`config.mk`:
```
export PLATFORM = sky130hd
export DESIGN_NAME = pipeline_ctrl
export DESIGN_NICKNAME = d
export VERILOG_FILES = /design/src/rtl/pipeline_ctrl_pkg.sv /design/src/rtl/stall_counter.sv /design/src/rtl/pipeline_ctrl.sv
export SDC_FILE = /design/constraint.sdc
export NUM_CORES = 1
export LEC_CHECK = 0
export BUFFER_PORTS_ARGS = -buffer_cell sky130_fd_sc_hd__buf_2
export CAP_MARGIN = 10
export CORE_MARGIN = 2
export CORE_UTILIZATION = 55
export CTS_BUF_LIST = sky130_fd_sc_hd__clkbuf_8
export DETAILED_ROUTE_END_ITERATION = 10
export GPL_TIMING_DRIVEN = 0
export PLACE_DENSITY = 0.8
export SKIP_LAST_GASP = 1
export SLEW_MARGIN = 25
export SYNTH_ARGS = -nofsm -noshare
export SYNTH_HDL_FRONTEND = slang
export SYNTH_SLANG_ARGS = --single-unit
```
`constraint.sdc`:
```
create_clock -name clk -period 2.05 [get_ports clk]
set_input_delay 0.41 -clock clk [delete_from_list [all_inputs] [get_ports clk]]
set_output_delay 0.41 -clock clk [all_outputs]
set_load 0.02 [all_outputs]
```
`src/rtl/pipeline_ctrl_pkg.sv`:
```
// Shared types for the pipeline stall/flush sequencer:
// FSM state encodings, the per-stage control bundle and its canned values.
package pipeline_ctrl_pkg;

  typedef enum logic [1:0] {
    PC_RUN      = 2'd0,
    PC_MC_WAIT  = 2'd1,
    PC_MEM_WAIT = 2'd2,
    PC_ERR      = 2'd3
  } pc_state_e;

  typedef struct packed {
    logic f_stall;
    logic d_stall;
    logic e_stall;
    logic m_stall;
    logic d_bubble;
    logic e_bubble;
    logic m_bubble;
    logic w_bubble;
  } ctrl_t;

  localparam ctrl_t CTRL_IDLE     = 8'b0000_0000;
  localparam ctrl_t CTRL_FLUSH    = 8'b0000_1111;
  localparam ctrl_t CTRL_MC_HOLD  = 8'b1110_0010;
  localparam ctrl_t CTRL_MEM_HOLD = 8'b1111_0001;

  // Redirect beats the load-use hazard: the hazarding
  // instruction sits on the wrong path and gets flushed.
  function automatic ctrl_t flow_ctrl(
    input logic jump,
    input logic haz
  );
    ctrl_t c;
    c = CTRL_IDLE;
    if (jump) begin
      c.d_bubble = 1'b1;
      c.e_bubble = 1'b1;
    end else if (haz) begin
      c.f_stall  = 1'b1;
      c.d_stall  = 1'b1;
      c.e_bubble = 1'b1;
    end
    return c;
  endfunction

endpackage

```
`src/rtl/stall_counter.sv`:
```
// Episode counter: load, saturating increment/decrement, match flag.
// Ports: clk, rst, load/load_val, inc, dec; hit = (cnt == HIT).
module stall_counter #(
  parameter int unsigned    W     = 2,
  parameter logic [W-1:0]   LIMIT = '1,
  parameter logic [W-1:0]   HIT   = '0
) (
  input  logic         clk,
  input  logic         rst,
  input  logic         load,
  input  logic [W-1:0] load_val,
  input  logic         inc,
  input  logic         dec,
  output logic         hit
);

  logic [W-1:0] cnt;

  always_ff @(posedge clk) begin
    if (rst) begin
      cnt <= '0;
    end else if (load) begin
      cnt <= load_val;
    end else if (inc && cnt != LIMIT) begin
      cnt <= cnt + 1'b1;
    end else if (dec && cnt != '0) begin
      cnt <= cnt - 1'b1;
    end
  end

  assign hit = (cnt == HIT);

endmodule

```
`src/rtl/pipeline_ctrl.sv`:
```
// Stall/flush sequencer for the 5-stage pipeline; drives F..W register
// enables. In: hazard, jump, mc_start, mem req/ready. Out: stalls, bubbles, timeout, state.
module pipeline_ctrl
  import pipeline_ctrl_pkg::*;
#(
  parameter int unsigned MUL_LAT = 4,
  parameter int unsigned TIMEOUT = 255
) (
  input  logic       clk,
  input  logic       rst,
  input  logic       data_hazard_D,
  input  logic       jump_E,
  input  logic       mc_start_E,
  input  logic       mem_req_M,
  input  logic       mem_ready_M,
  output logic       F_stall,
  output logic       D_stall,
  output logic       E_stall,
  output logic       M_stall,
  output logic       D_bubble,
  output logic       E_bubble,
  output logic       M_bubble,
  output logic       W_bubble,
  output logic       mem_timeout,
  output logic [1:0] state_o
);

  localparam int unsigned MC_W   = $clog2(MUL_LAT);
  localparam int unsigned WAIT_W = $clog2(TIMEOUT + 1);

  if (MUL_LAT < 2) begin : g_bad_mul_lat
    $error("pipeline_ctrl: MUL_LAT must be >= 2");
  end
  if (TIMEOUT < 1) begin : g_bad_timeout
    $error("pipeline_ctrl: TIMEOUT must be >= 1");
  end

  pc_state_e state, nxt;
  ctrl_t     ctrl;
  logic      err;
  logic      mc_load, mc_dec, mc_zero;
  logic      w_load, w_inc, w_limit;

  stall_counter #(
    .W     (MC_W),
    .LIMIT ({MC_W{1'b1}}),
    .HIT   ({MC_W{1'b0}})
  ) u_mc_cnt (
    .clk      (clk),
    .rst      (rst),
    .load     (mc_load),
    .load_val (MC_W'(MUL_LAT - 2)),
    .inc      (1'b0),
    .dec      (mc_dec),
    .hit      (mc_zero)
  );

  stall_counter #(
    .W     (WAIT_W),
    .LIMIT (WAIT_W'(TIMEOUT)),
    .HIT   (WAIT_W'(TIMEOUT))
  ) u_wait_cnt (
    .clk      (clk),
    .rst      (rst),
    .load     (w_load),
    .load_val (WAIT_W'(1)),
    .inc      (w_inc),
    .dec      (1'b0),
    .hit      (w_limit)
  );

  always_ff @(posedge clk) begin
    if (rst) state <= PC_RUN;
    else     state <= nxt;
  end

  always_comb begin
    nxt     = state;
    ctrl    = CTRL_IDLE;
    err     = 1'b0;
    mc_load = 1'b0;
    mc_dec  = 1'b0;
    w_load  = 1'b0;
    w_inc   = 1'b0;
    unique case (state)
      PC_RUN: begin
        if (mem_req_M && !mem_ready_M) begin
          ctrl   = CTRL_MEM_HOLD;
          w_load = 1'b1;
          nxt    = PC_MEM_WAIT;
        end else if (mc_start_E) begin
          ctrl    = CTRL_MC_HOLD;
          mc_load = 1'b1;
          nxt     = PC_MC_WAIT;
        end else begin
          ctrl = flow_ctrl(jump_E, data_hazard_D);
        end
      end
      PC_MC_WAIT: begin
        // Release cycle ignores mc_start_E: it is still the same op in E.
        if (!mc_zero) begin
          ctrl   = CTRL_MC_HOLD;
          mc_dec = 1'b1;
        end else begin
          ctrl = flow_ctrl(jump_E, data_hazard_D);
          nxt  = PC_RUN;
        end
      end
      PC_MEM_WAIT: begin
        // Ready on the limit cycle still completes normally.
        if (mem_ready_M) begin
          ctrl = flow_ctrl(jump_E, data_hazard_D);
          nxt  = PC_RUN;
        end else begin
          ctrl  = CTRL_MEM_HOLD;
          w_inc = 1'b1;
          if (w_limit) nxt = PC_ERR;
        end
      end
      PC_ERR: begin
        ctrl = CTRL_MEM_HOLD;
        err  = 1'b1;
      end
      default: nxt = PC_RUN;
    endcase
    if (rst) begin
      ctrl = CTRL_FLUSH;
      err  = 1'b0;
    end
  end

  assign {F_stall, D_stall, E_stall, M_stall,
          D_bubble, E_bubble, M_bubble, W_bubble} = ctrl;
  assign mem_timeout = err;
  assign state_o     = rst ? PC_RUN : state;

endmodule

```
== After elaboration in Yosys (flattened, before gate mapping) ==
Cells that the tools add are included.

* Flip-flop bits (word level): 12
* Bits in latches: 0
* Memory bits (writable): 0
* ROM bits: 0
* Input port bits: 7
* Output and inout bits: 11
* Logic and storage cells: 61
* Memories: 0

* Add/subtract/negate cells: 2
* Multiply operators: 0
* Divide/modulo/power cells: 0
* Magnitude comparators: 0
* Equal/unequal tests: 8
* Shift operators: 0
* Muxes and demuxes: 33
* Bitwise gates (word level): 0
* Reduce and logical (&&, ||, !) cells: 13

{| class="wikitable"
|+ Operators with widths
! operator !! count
|-
| 8-bit two-way mux || 5
|-
| 8-bit case mux with 4 select lines || 1
|-
| 2-bit two-way mux || 10
|-
| 1-bit two-way mux || 16
|-
| 8-bit by 1-bit adder with 8-bit output, second input constant || 1
|-
| 8-bit == test, second input constant || 1
|-
| 8-bit != test, second input constant || 1
|-
| 2-bit case mux with 3 select lines || 1
|-
| 2-bit nonzero test || 3
|-
| 2-bit == test, second input constant || 2
|-
| 2-bit zero test || 2
|-
| 4-bit AND reduction || 1
|-
| 2-bit OR reduction || 2
|-
| 1-bit logical AND || 3
|-
| 3-bit by 2-bit != test with 1-bit output, second input constant || 1
|-
| 3-bit != test, second input constant || 1
|-
| 3-bit nonzero test || 1
|-
| 2-bit by 1-bit == test with 1-bit output, second input constant || 1
|-
| 2-bit != test, second input constant || 1
|-
| 2-bit by 1-bit subtractor with 2-bit output, second input constant || 1
|-
| 1-bit zero test || 1
|}

== Depth between registers and ports, before layout ==
Gate-level depths: netlist of the first run.

* Depth in word-level cells: 6
* Gate-level depth with buffers: 7
* Mapped depth without buffers: 6

== By module ==
From an unflattened synthesis of the first run, not the netlist that was laid out.

* Cells, all modules: 148
* Area total of the unflattened synthesis: 1212.4 um^2

{| class="wikitable"
|+ By module, submodules not included
! module !! times used !! cells each !! area each (um^2)
|-
| stall_counter at u_wait_cnt || 1 || 84 || 728.2
|-
| pipeline_ctrl || 1 || 49 || 370.4
|-
| stall_counter at u_mc_cnt || 1 || 15 || 113.9
|}

== Worst setup path before layout of the first run ==
No wires, ideal clock.

* Kind: flip-flop to output port
* From: register state[1]
* To: output F_stall
* Arrival: 1918 ps
* Required time: 1640 ps
* Slack: -278 ps
* Cell stages (with the launch flop): 8
* Path buffers: 1
* Cells stage by stage: dfxtp_1 -> inv_1 -> ha_1 -> nor2b_1 -> nand2b_1 -> a221oi_1 -> nor3_1 -> buf_4

* Cells in the longest elaborated chain, start to end: 3
* Elaborated cells on any way between the ends: 6
* Those cells by class: eq/ne: 3; mux: 2; reduce/logical: 1

{| class="wikitable"
|+ RTL lines
! element !! line !! RTL
|-
| from (decl) || pipeline_ctrl.sv:38 || <nowiki>pc_state_e state, nxt;</nowiki>
|-
| from (signal assigned) || pipeline_ctrl.sv:74 || <nowiki>else state <= nxt;</nowiki>
|-
| 2-bit == test (tied with other cells) || pipeline_ctrl.sv:85 || <nowiki>unique case (state)</nowiki>
|-
| 8-bit case mux with 4 select lines (*) || pipeline_ctrl.sv:85 ||
|-
| 8-bit two-way mux (*) || pipeline_ctrl.sv:126 || <nowiki>if (rst) begin</nowiki>
|-
| to (decl) || pipeline_ctrl.sv:16 || <nowiki>output logic F_stall,</nowiki>
|}

Every way passes the cells marked *; elsewhere a longest branch is shown, timed or not.

== Worst setup path after layout of the first run ==
* From: register state[1]
* To: output M_bubble

* Cells in the longest elaborated chain, start to end: 3
* Elaborated cells on any way between the ends: 6
* Those cells by class: eq/ne: 3; mux: 2; reduce/logical: 1

{| class="wikitable"
|+ RTL lines
! element !! line !! RTL
|-
| 2-bit == test (tied with other cells) || pipeline_ctrl.sv:85 ||
|-
| 8-bit case mux with 4 select lines (*) || pipeline_ctrl.sv:85 ||
|-
| 8-bit two-way mux (*) || pipeline_ctrl.sv:126 ||
|-
| to (decl) || pipeline_ctrl.sv:22 || <nowiki>output logic M_bubble,</nowiki>
|}

Marked as above.

==> results of run 1 <==
per-layer routing:
metal	global-route usage	wire length, um
met1	0.298	896
met2	0.365	1010
met3	0.0542	93
met4	0.133	64
met5	0	0
power groups by stage:
stage               clock network (W)  logic (W)  registers (W)
floorplan                           0   0.000267       0.000270
global placement                    0   0.000342       0.000272
detailed placement                  0   0.000354       0.000273
CTS                          0.000272   0.000417       0.000275
global route                 0.000278   0.000466       0.000279
finish                       0.000267   0.000427       0.000277
repair_timing:
action	in CTS	in global routing
hold buffers	0	0
cloned	0	0
setup endpoints to repair	6	3
gates resized for setup	15	6
pin swaps	0	1
setup buffers	2	0
per-stage QoR:
step / worst slack (ps) / total power, W / util
floorplan: 76.1 / 0.000537 / -
global placement: -49.9 / 0.000614 / 0.661
detailed placement: -97.7 / 0.000627 / 0.661
CTS: 0.533 / 0.000964 / 0.747
global route: 11.2 / 0.00102 / 0.750
finish: 73.3 / 0.000972 / 0.750
placed cells by master (no fill, tap or decap), types with 3 or more instances in the layout:
cell type   n
a21oi_1     8
buf_2      15
buf_4       4
clkbuf_8    4
dfxtp_1    10
ha_1        7
inv_1       4
nand2_1     7
nand2b_1    5
nand3_1     3
nor2_1      9
nor2b_1     3
o21ai_0     3
xor2_1      3
cells by family after synthesis:
kind of cell    count (synthesis)  share of synthesized area
compound gates                 24                      0.184
flops                          12                      0.276
buf+inv                         9                     0.0517
xor+xnor                        4                     0.0402
mux                             3                     0.0374
simple gates                   45                      0.282
fa+ha+maj                       9                      0.129
path summary, 6_finish.rpt:
check	from	end	slack [ps]	cells after the start
worst max-delay path	state[1]	M_bubble	70	6
worst min-delay path	mc_start_E	u_mc_cnt.cnt[1]	520	3
worst max register to register	state[0]	u_wait_cnt.cnt[7]	330	7
worst min register to register	u_wait_cnt.cnt[5]	u_wait_cnt.cnt[5]	520	2
registers in the layout, indices dropped and copies added, names as in the netlist:
signal          cells
u_wait_cnt.cnt      8
state               2
u_mc_cnt.cnt        2
layout make-up:
cell class,count,share of cell area
Buffer,2,0.0135
Clock buffer,4,0.0493
Inverter,6,0.0224
Multi-Input combinational cell,85,0.581
Sequential cell,12,0.222
Tap cell,16,0.0179
Timing Repair Buffer,19,0.0942
worst max-delay path, cell delays in order, from the launching register on:
cell	delay (ps)
dfxtp_4	370
inv_4	60
ha_4	160
nor2b_4	120
buf_4	150
a211o_1	290
buf_2	160
==> flow_metrics.env, run 1 <==
export IMPL_critPathKind="register to primary output"
export IMPL_crit_path_start_kind="register"
export IMPL_n_antenna_cell=0
export IMPL_rsz0062_at_grt="false"
export IMPL_placed_area_um2=983
export IMPL_grt_max_degree=11
export IMPL_num_rows=14
export IMPL_worst_pin_slew_ps=464
export IMPL_syn_nets=122
export IMPL_antenna_found_initial=0
export IMPL_cts_root_buf="clkbuf_8"
export IMPL_p_per_area_nw_per_um2=871
export IMPL_p_int_w=0.000617
export IMPL_clk_latency_ps=240
export IMPL_grt_overflow_total=0
export IMPL_place_congestion=0.784
export IMPL_post_route_min_period_ps=1980
export IMPL_grt_pass1_wl_mm=3.29
export IMPL_tns_ps=0
export IMPL_slew_violations=0
export IMPL_cts_max_level=1
export IMPL_clockBufferDepth=2
export IMPL_p_clk_frac=0.275
export IMPL_ff_latch_area_um2=248
export IMPL_io_pins=18
export IMPL_cts_tree="built"
export IMPL_yosys_warnings=0
export IMPL_num_fill_cells=107
export IMPL_cts_buffers=3
export IMPL_syn2layout_area_growth_pct=28.2
export IMPL_initial_core_util=0.585
export IMPL_status="finished, final reports clean"
export IMPL_wirelength_mm=2.06
export IMPL_synth_top_area_share=0.276
export IMPL_dieArea_um2=1920
export IMPL_synth_edff_count=0
export IMPL_cp_end_kind="primary output"
export IMPL_netlist_instances=106
export IMPL_dr_first_iter_drc_count=18
export IMPL_first_pass_iters=4
export IMPL_die_x_um=43.8
export IMPL_drive_above_1_share=0.336
export IMPL_timing_fmax_ghz=0.506
export IMPL_synth_area_leaders="dfxtp_1 28%, ha_1 13%, a21oi_1 4.6%"
export IMPL_sw_frac_of_total=0.366
export IMPL_maxCapViolCount=0
export IMPL_post_route_period_util=0.964
export IMPL_dp_hpwl_mm=1.41
export IMPL_num_vias=816
export IMPL_drc_errors=0
export IMPL_vias_per_cell=5.67
export IMPL_io_buffers=17
export IMPL_p_sw_w=0.000355
export IMPL_synth_area_um2=871
export IMPL_crit_arrival_ps=1570
export IMPL_die_height_um=43.8
export IMPL_grt_total_usage=0.235
export IMPL_nets=145
export IMPL_yosys_top_cells_count="12 x dfxtp_1, 10 x nor2_1, 9 x ha_1, 8 x a21oi_1, 7 x nand2_1"
export IMPL_hold_viol=0
export IMPL_pwr_share_comb=0.440
export IMPL_multi_input_area_um2=648
export IMPL_finish_instance_area_um2=1120
export IMPL_synth_seq_cells=12
export IMPL_critPathMaxFanout=5
export IMPL_dp_cells=139
export IMPL_wl_per_cell_um=14.3
export IMPL_vdd_drop_max_mv=0.764
export IMPL_seq_power_share=0.285
export IMPL_avgSynthCellArea_um2=8.22
export IMPL_fin_cells=144
export IMPL_finClkSkew_ps=2.17
export IMPL_cts_sinks=12
export IMPL_ys_seq_area_frac=0.276
export IMPL_leakagePower_nw=0.486
export IMPL_ant_nets=0
export IMPL_netlist_top_cell_by_area="dfxtp_1"
export IMPL_yosysMostFrequentCell="dfxtp_1"
export IMPL_grt_pass1_vias=777
export IMPL_path_clk_slew_ps=60
export IMPL_maxSlewHeadroom=0.691
export IMPL_hold_ws_ps=515
export IMPL_crit_required_ps=1640
export IMPL_core_area_um2=1490
export IMPL_async_flop_share=0
export IMPL_yosysUniqueCellTypes=36
export IMPL_yosys_most_used_dff="dfxtp_1"
export IMPL_hp_class="input port to register"
export IMPL_setup_viol=0
Note: power is estimated with default switching activity, not from simulation.
==> inputs of run 2 (changes only) <==
Settings changed: PLACE_DENSITY 0.8 to 0.87.
==> flow_metrics.env, run 2 (same netlist as run 1, synthesis figures left out) <==
export IMPL_status="finished, final reports clean"
export IMPL_post_route_min_period_ps=2020
export IMPL_setup_ws_ps=32.3
export IMPL_io_buffers=17
export IMPL_p_per_area_nw_per_um2=898
export IMPL_grt_max_degree=11
export IMPL_cts_buffers=3
export IMPL_critPathMaxFanout=7
export IMPL_timing_fmax_ghz=0.496
export IMPL_placed_area_um2=983
export IMPL_hold_viol=0
export IMPL_grt_pass1_wl_mm=3.85
export IMPL_hp_class="input port to register"
export IMPL_crit_required_ps=1640
export IMPL_nets=147
export IMPL_drive_above_1_share=0.338
export IMPL_core_area_um2=1490
export IMPL_final_common_cell="buf_2"
export IMPL_setup_viol=0
export IMPL_die_height_um=43.8
export IMPL_wl_per_cell_um=16.1
export IMPL_cp_end_kind="primary output"
export IMPL_finClkSkew_ps=1.14
export IMPL_critPathKind="register to primary output"
export IMPL_final_cell_mix="15 x buf_2, 10 x dfxtp_1, 9 x nor2_1"
export IMPL_vdd_drop_max_mv=0.666
export IMPL_grt_overflow_total=0
export IMPL_path_clk_slew_ps=60
export IMPL_drc_errors=0
export IMPL_crit_path_start_kind="register"
export IMPL_reg2reg_slack_ps=300
export IMPL_fin_cells=146
export IMPL_clk_latency_ps=250
export IMPL_num_vias=869
export IMPL_maxSlewHeadroom=0.687
export IMPL_ctsHoldBuffers=0
export IMPL_regMostFlops="u_wait_cnt.cnt"
export IMPL_antenna_found_initial=0
export IMPL_fin_util=0.765
export IMPL_slew_violations=0
export IMPL_dr_first_iter_drc_count=48
export IMPL_post_route_period_util=0.984
export IMPL_cts_sinks=12
export IMPL_worst_pin_slew_ps=469
export IMPL_dieArea_um2=1920
export IMPL_wirelength_mm=2.35
export IMPL_cts_tree="built"
export IMPL_vias_per_cell=5.95
export IMPL_top_regs="u_wait_cnt.cnt (8), state (2), u_mc_cnt.cnt (2)"
export IMPL_dp_cells=139
export IMPL_first_pass_iters=4
export IMPL_total_power_w=0.00102
export IMPL_rsz0062_at_grt="true"
export IMPL_io_pins=18
export IMPL_grt_pass1_vias=912
export IMPL_ant_nets=0
export IMPL_num_rows=14
export IMPL_largest_register_ffs=8
export IMPL_syn2layout_area_growth_pct=30.7
export IMPL_leakagePower_nw=0.493
export IMPL_place_congestion=0.791
export IMPL_clockBufferDepth=2
export IMPL_initial_core_util=0.585
export IMPL_maxCapViolCount=0
export IMPL_dp_hpwl_mm=1.41
export IMPL_multi_input_area_um2=656
export IMPL_place_ws_ps=-120
export IMPL_crit_arrival_ps=1610
export IMPL_num_fill_cells=103
export IMPL_cts_max_level=1
export IMPL_n_antenna_cell=0
export IMPL_ff_latch_area_um2=248
export IMPL_die_x_um=43.8
export IMPL_finish_instance_area_um2=1140
export IMPL_grt_total_usage=0.263
export IMPL_cts_root_buf="clkbuf_8"
[run 2: changes by cell type in the layout (fill, tap and decap cells not counted), sizes merged]
cell	change
buf	+2
[run 2: metrics by stage]
step / hold WS (ps) / setup TNS, ps
2_1_floorplan: 461 / 0
3_3_place_gp: 481 / -71.5
3_5_place_dp: 495 / -127
4_1_cts: 478 / 0
5_1_grt: 503 / -12.3
6_report: 488 / 0
[run 2: timing repair]
item / CTS / global route
buffers inserted: 4 / 0
gates resized for setup: 17 / 4
setup endpoints to repair: 6 / 5
pin swaps: 1 / 1
[run 2: final timing paths]
path,from,to,cells after the start
min,mc_start_E,u_mc_cnt.cnt[1],3
min reg2reg,u_wait_cnt.cnt[7],u_wait_cnt.cnt[7],2
max reg2reg,state[0],u_wait_cnt.cnt[7],7
max,state[1],E_stall,7
[run 2: worst max-delay path, cell delays in order, from the launching register on]
cell and delay (ps):
dfxtp_4 360, buf_4 140, ha_1 190, nor2b_2 160
buf_6 130, o21ai_1 150, nor2_1 50, buf_2 170
[run 2: final cells by class]
type                    count  area share
well taps                  16      0.0176
plain buffers               2      0.0132
flip-flops and latches     12       0.218
repair buffers             21       0.105
clock buffers               4      0.0484
inverters                   6      0.0220
multi-input cells          85       0.576
[run 2: power by group]
group	switching, W	leakage [nW]	total, W	internal, W
clock	0.000100	0.0288	0.000271	0.000170
combinational	0.000269	0.366	0.000474	0.000205
sequential	0.0000222	0.0988	0.000279	0.000257
total	0.000391	0.493	0.00102	0.000632
[run 2: metal layers]
metal / vias to the layer above / wire, um / track usage
met4: 0 / 34 / 0.133
li1: 418 / - / -
met5: - / 0 / 0
met1: 401 / 965 / 0.307
met3: 6 / 179 / 0.0750
met2: 44 / 1170 / 0.435
==> inputs of run 3 (changes only) <==
==> constraint.sdc (replaced) <==
create_clock -name clk -period 2.05 [get_ports clk]
set_input_delay 0.3075 -clock clk [delete_from_list [all_inputs] [get_ports clk]]
set_output_delay 0.3075 -clock clk [all_outputs]
set_load 0.02 [all_outputs]
==> flow_metrics.env, run 3 (same netlist as run 1, synthesis figures left out) <==
export IMPL_setup_viol=0
export IMPL_hold_ws_ps=411
export IMPL_hp_class="input port to register"
export IMPL_antenna_found_initial=0
export IMPL_core_area_um2=1490
export IMPL_drive_above_1_share=0.341
export IMPL_finish_instance_area_um2=1110
export IMPL_cts_max_level=1
export IMPL_critPathMaxFanout=4
export IMPL_post_route_period_util=0.965
export IMPL_timing_fmax_ghz=0.506
export IMPL_first_pass_iters=4
export IMPL_reg2reg_from="state[0]"
export IMPL_ctsHoldBuffers=0
export IMPL_min_from="mc_start_E"
export IMPL_grt_overflow_total=0
export IMPL_maxCapViolCount=0
export IMPL_hold_viol=0
export IMPL_p_per_area_nw_per_um2=889
export IMPL_final_cell_mix="17 x buf_2, 10 x dfxtp_1, 9 x nor2_1"
export IMPL_cts_buffers=3
export IMPL_placed_area_um2=981
export IMPL_fin_cells=145
export IMPL_num_vias=881
export IMPL_rsz0062_at_grt="false"
export IMPL_grt_pass1_wl_mm=3.57
export IMPL_io_pins=18
export IMPL_final_common_cell="buf_2"
export IMPL_cts_tree="built"
export IMPL_clk_latency_ps=250
export IMPL_die_x_um=43.8
export IMPL_worst_pin_slew_ps=415
export IMPL_crit_path_start_kind="register"
export IMPL_path_clk_slew_ps=60
export IMPL_dieArea_um2=1920
export IMPL_cts_root_buf="clkbuf_8"
export IMPL_nets=146
export IMPL_ant_nets=0
export IMPL_wirelength_mm=2.25
export IMPL_vdd_drop_max_mv=0.597
export IMPL_status="finished, final reports clean"
export IMPL_startpoint="state[1]"
export IMPL_maxSlewHeadroom=0.723
export IMPL_grt_total_usage=0.250
export IMPL_grt_max_degree=11
export IMPL_fin_util=0.749
export IMPL_ff_latch_area_um2=245
export IMPL_leakagePower_nw=0.485
export IMPL_n_antenna_cell=0
export IMPL_num_fill_cells=118
export IMPL_slew_violations=0
export IMPL_critPathKind="register to primary output"
export IMPL_largest_register_ffs=8
export IMPL_finClkSkew_ps=4.38
export IMPL_regMostFlops="u_wait_cnt.cnt"
export IMPL_dp_cells=139
export IMPL_num_rows=14
export IMPL_multi_input_area_um2=647
export IMPL_total_power_w=0.000991
export IMPL_crit_arrival_ps=1670
export IMPL_dr_first_iter_drc_count=13
export IMPL_crit_required_ps=1740
export IMPL_cp_end_kind="primary output"
export IMPL_clockBufferDepth=2
export IMPL_cts_sinks=12
export IMPL_io_buffers=17
export IMPL_initial_core_util=0.585
export IMPL_grt_pass1_vias=848
export IMPL_vias_per_cell=6.08
export IMPL_top_regs="u_wait_cnt.cnt (8), state (2), u_mc_cnt.cnt (2)"
export IMPL_dp_hpwl_mm=1.48
export IMPL_syn2layout_area_growth_pct=28.0
export IMPL_die_height_um=43.8
export IMPL_wl_per_cell_um=15.5
export IMPL_place_congestion=0.810
export IMPL_post_route_min_period_ps=1980
export IMPL_drc_errors=0
[run 3: changes by cell type in the layout (fill, tap and decap cells not counted), sizes merged]
cell  previous run  this run
buf             22        21
[run 3: path summary, 6_finish.rpt]
path | slack (ps) | cells past startpoint | end
setup / recovery | 70 | 8 | F_stall
hold reg to reg | 520 | 2 | u_wait_cnt.cnt[7]
hold / removal | 410 | 3 | u_mc_cnt.cnt[1]
setup reg to reg | 260 | 7 | u_wait_cnt.cnt[7]
[run 3: metrics by stage]
stage / setup TNS, ps / worst slack, ps
final: 0 / 72.6
after global routing: 0 / 10.1
after CTS: 0 / 12.4
after detailed placement: -60.2 / -60.2
after global placement: 0 / 39.6
after floorplan: 0 / 44.6
[run 3: timing repair]
action                     4_1_cts  5_1_grt
resized for setup               12        5
setup endpoints to repair        3        1
buffers inserted                 2        0
pin swaps                        0        2
[run 3: worst max-delay path: stages (launching register included)]
cell and delay, ps:
dfxtp_2 330, buf_4 150, ha_2 190, nor2_4 120, nand2b_4 70, a221oi_2 210
nor3_2 70, buf_4 140, buf_2 150
[run 3: area by class of cell]
type,count,share of cell area
plain buffers,3,0.0202
multi-input cells,85,0.580
well taps,16,0.0180
clock buffers,4,0.0494
repair buffers,19,0.0898
flip-flops and latches,12,0.220
inverters,6,0.0224
[run 3: per-layer routing]
layer,up-vias,global-route usage,share of wire
li1,413,-,-
met1,418,0.261,0.38
met2,37,0.450,0.52
met3,13,0.0750,0.064
met4,0,0.115,0.039
met5,-,0,0
[run 3: report_power, final]
| part | switching, W | leakage [nW] | internal (W) | total, W |
|---|---|---|---|---|
| registers | 0.0000225 | 0.0985 | 0.000257 | 0.000279 |
| logic | 0.000250 | 0.358 | 0.000194 | 0.000443 |
| clock network | 0.0000988 | 0.0288 | 0.000170 | 0.000269 |
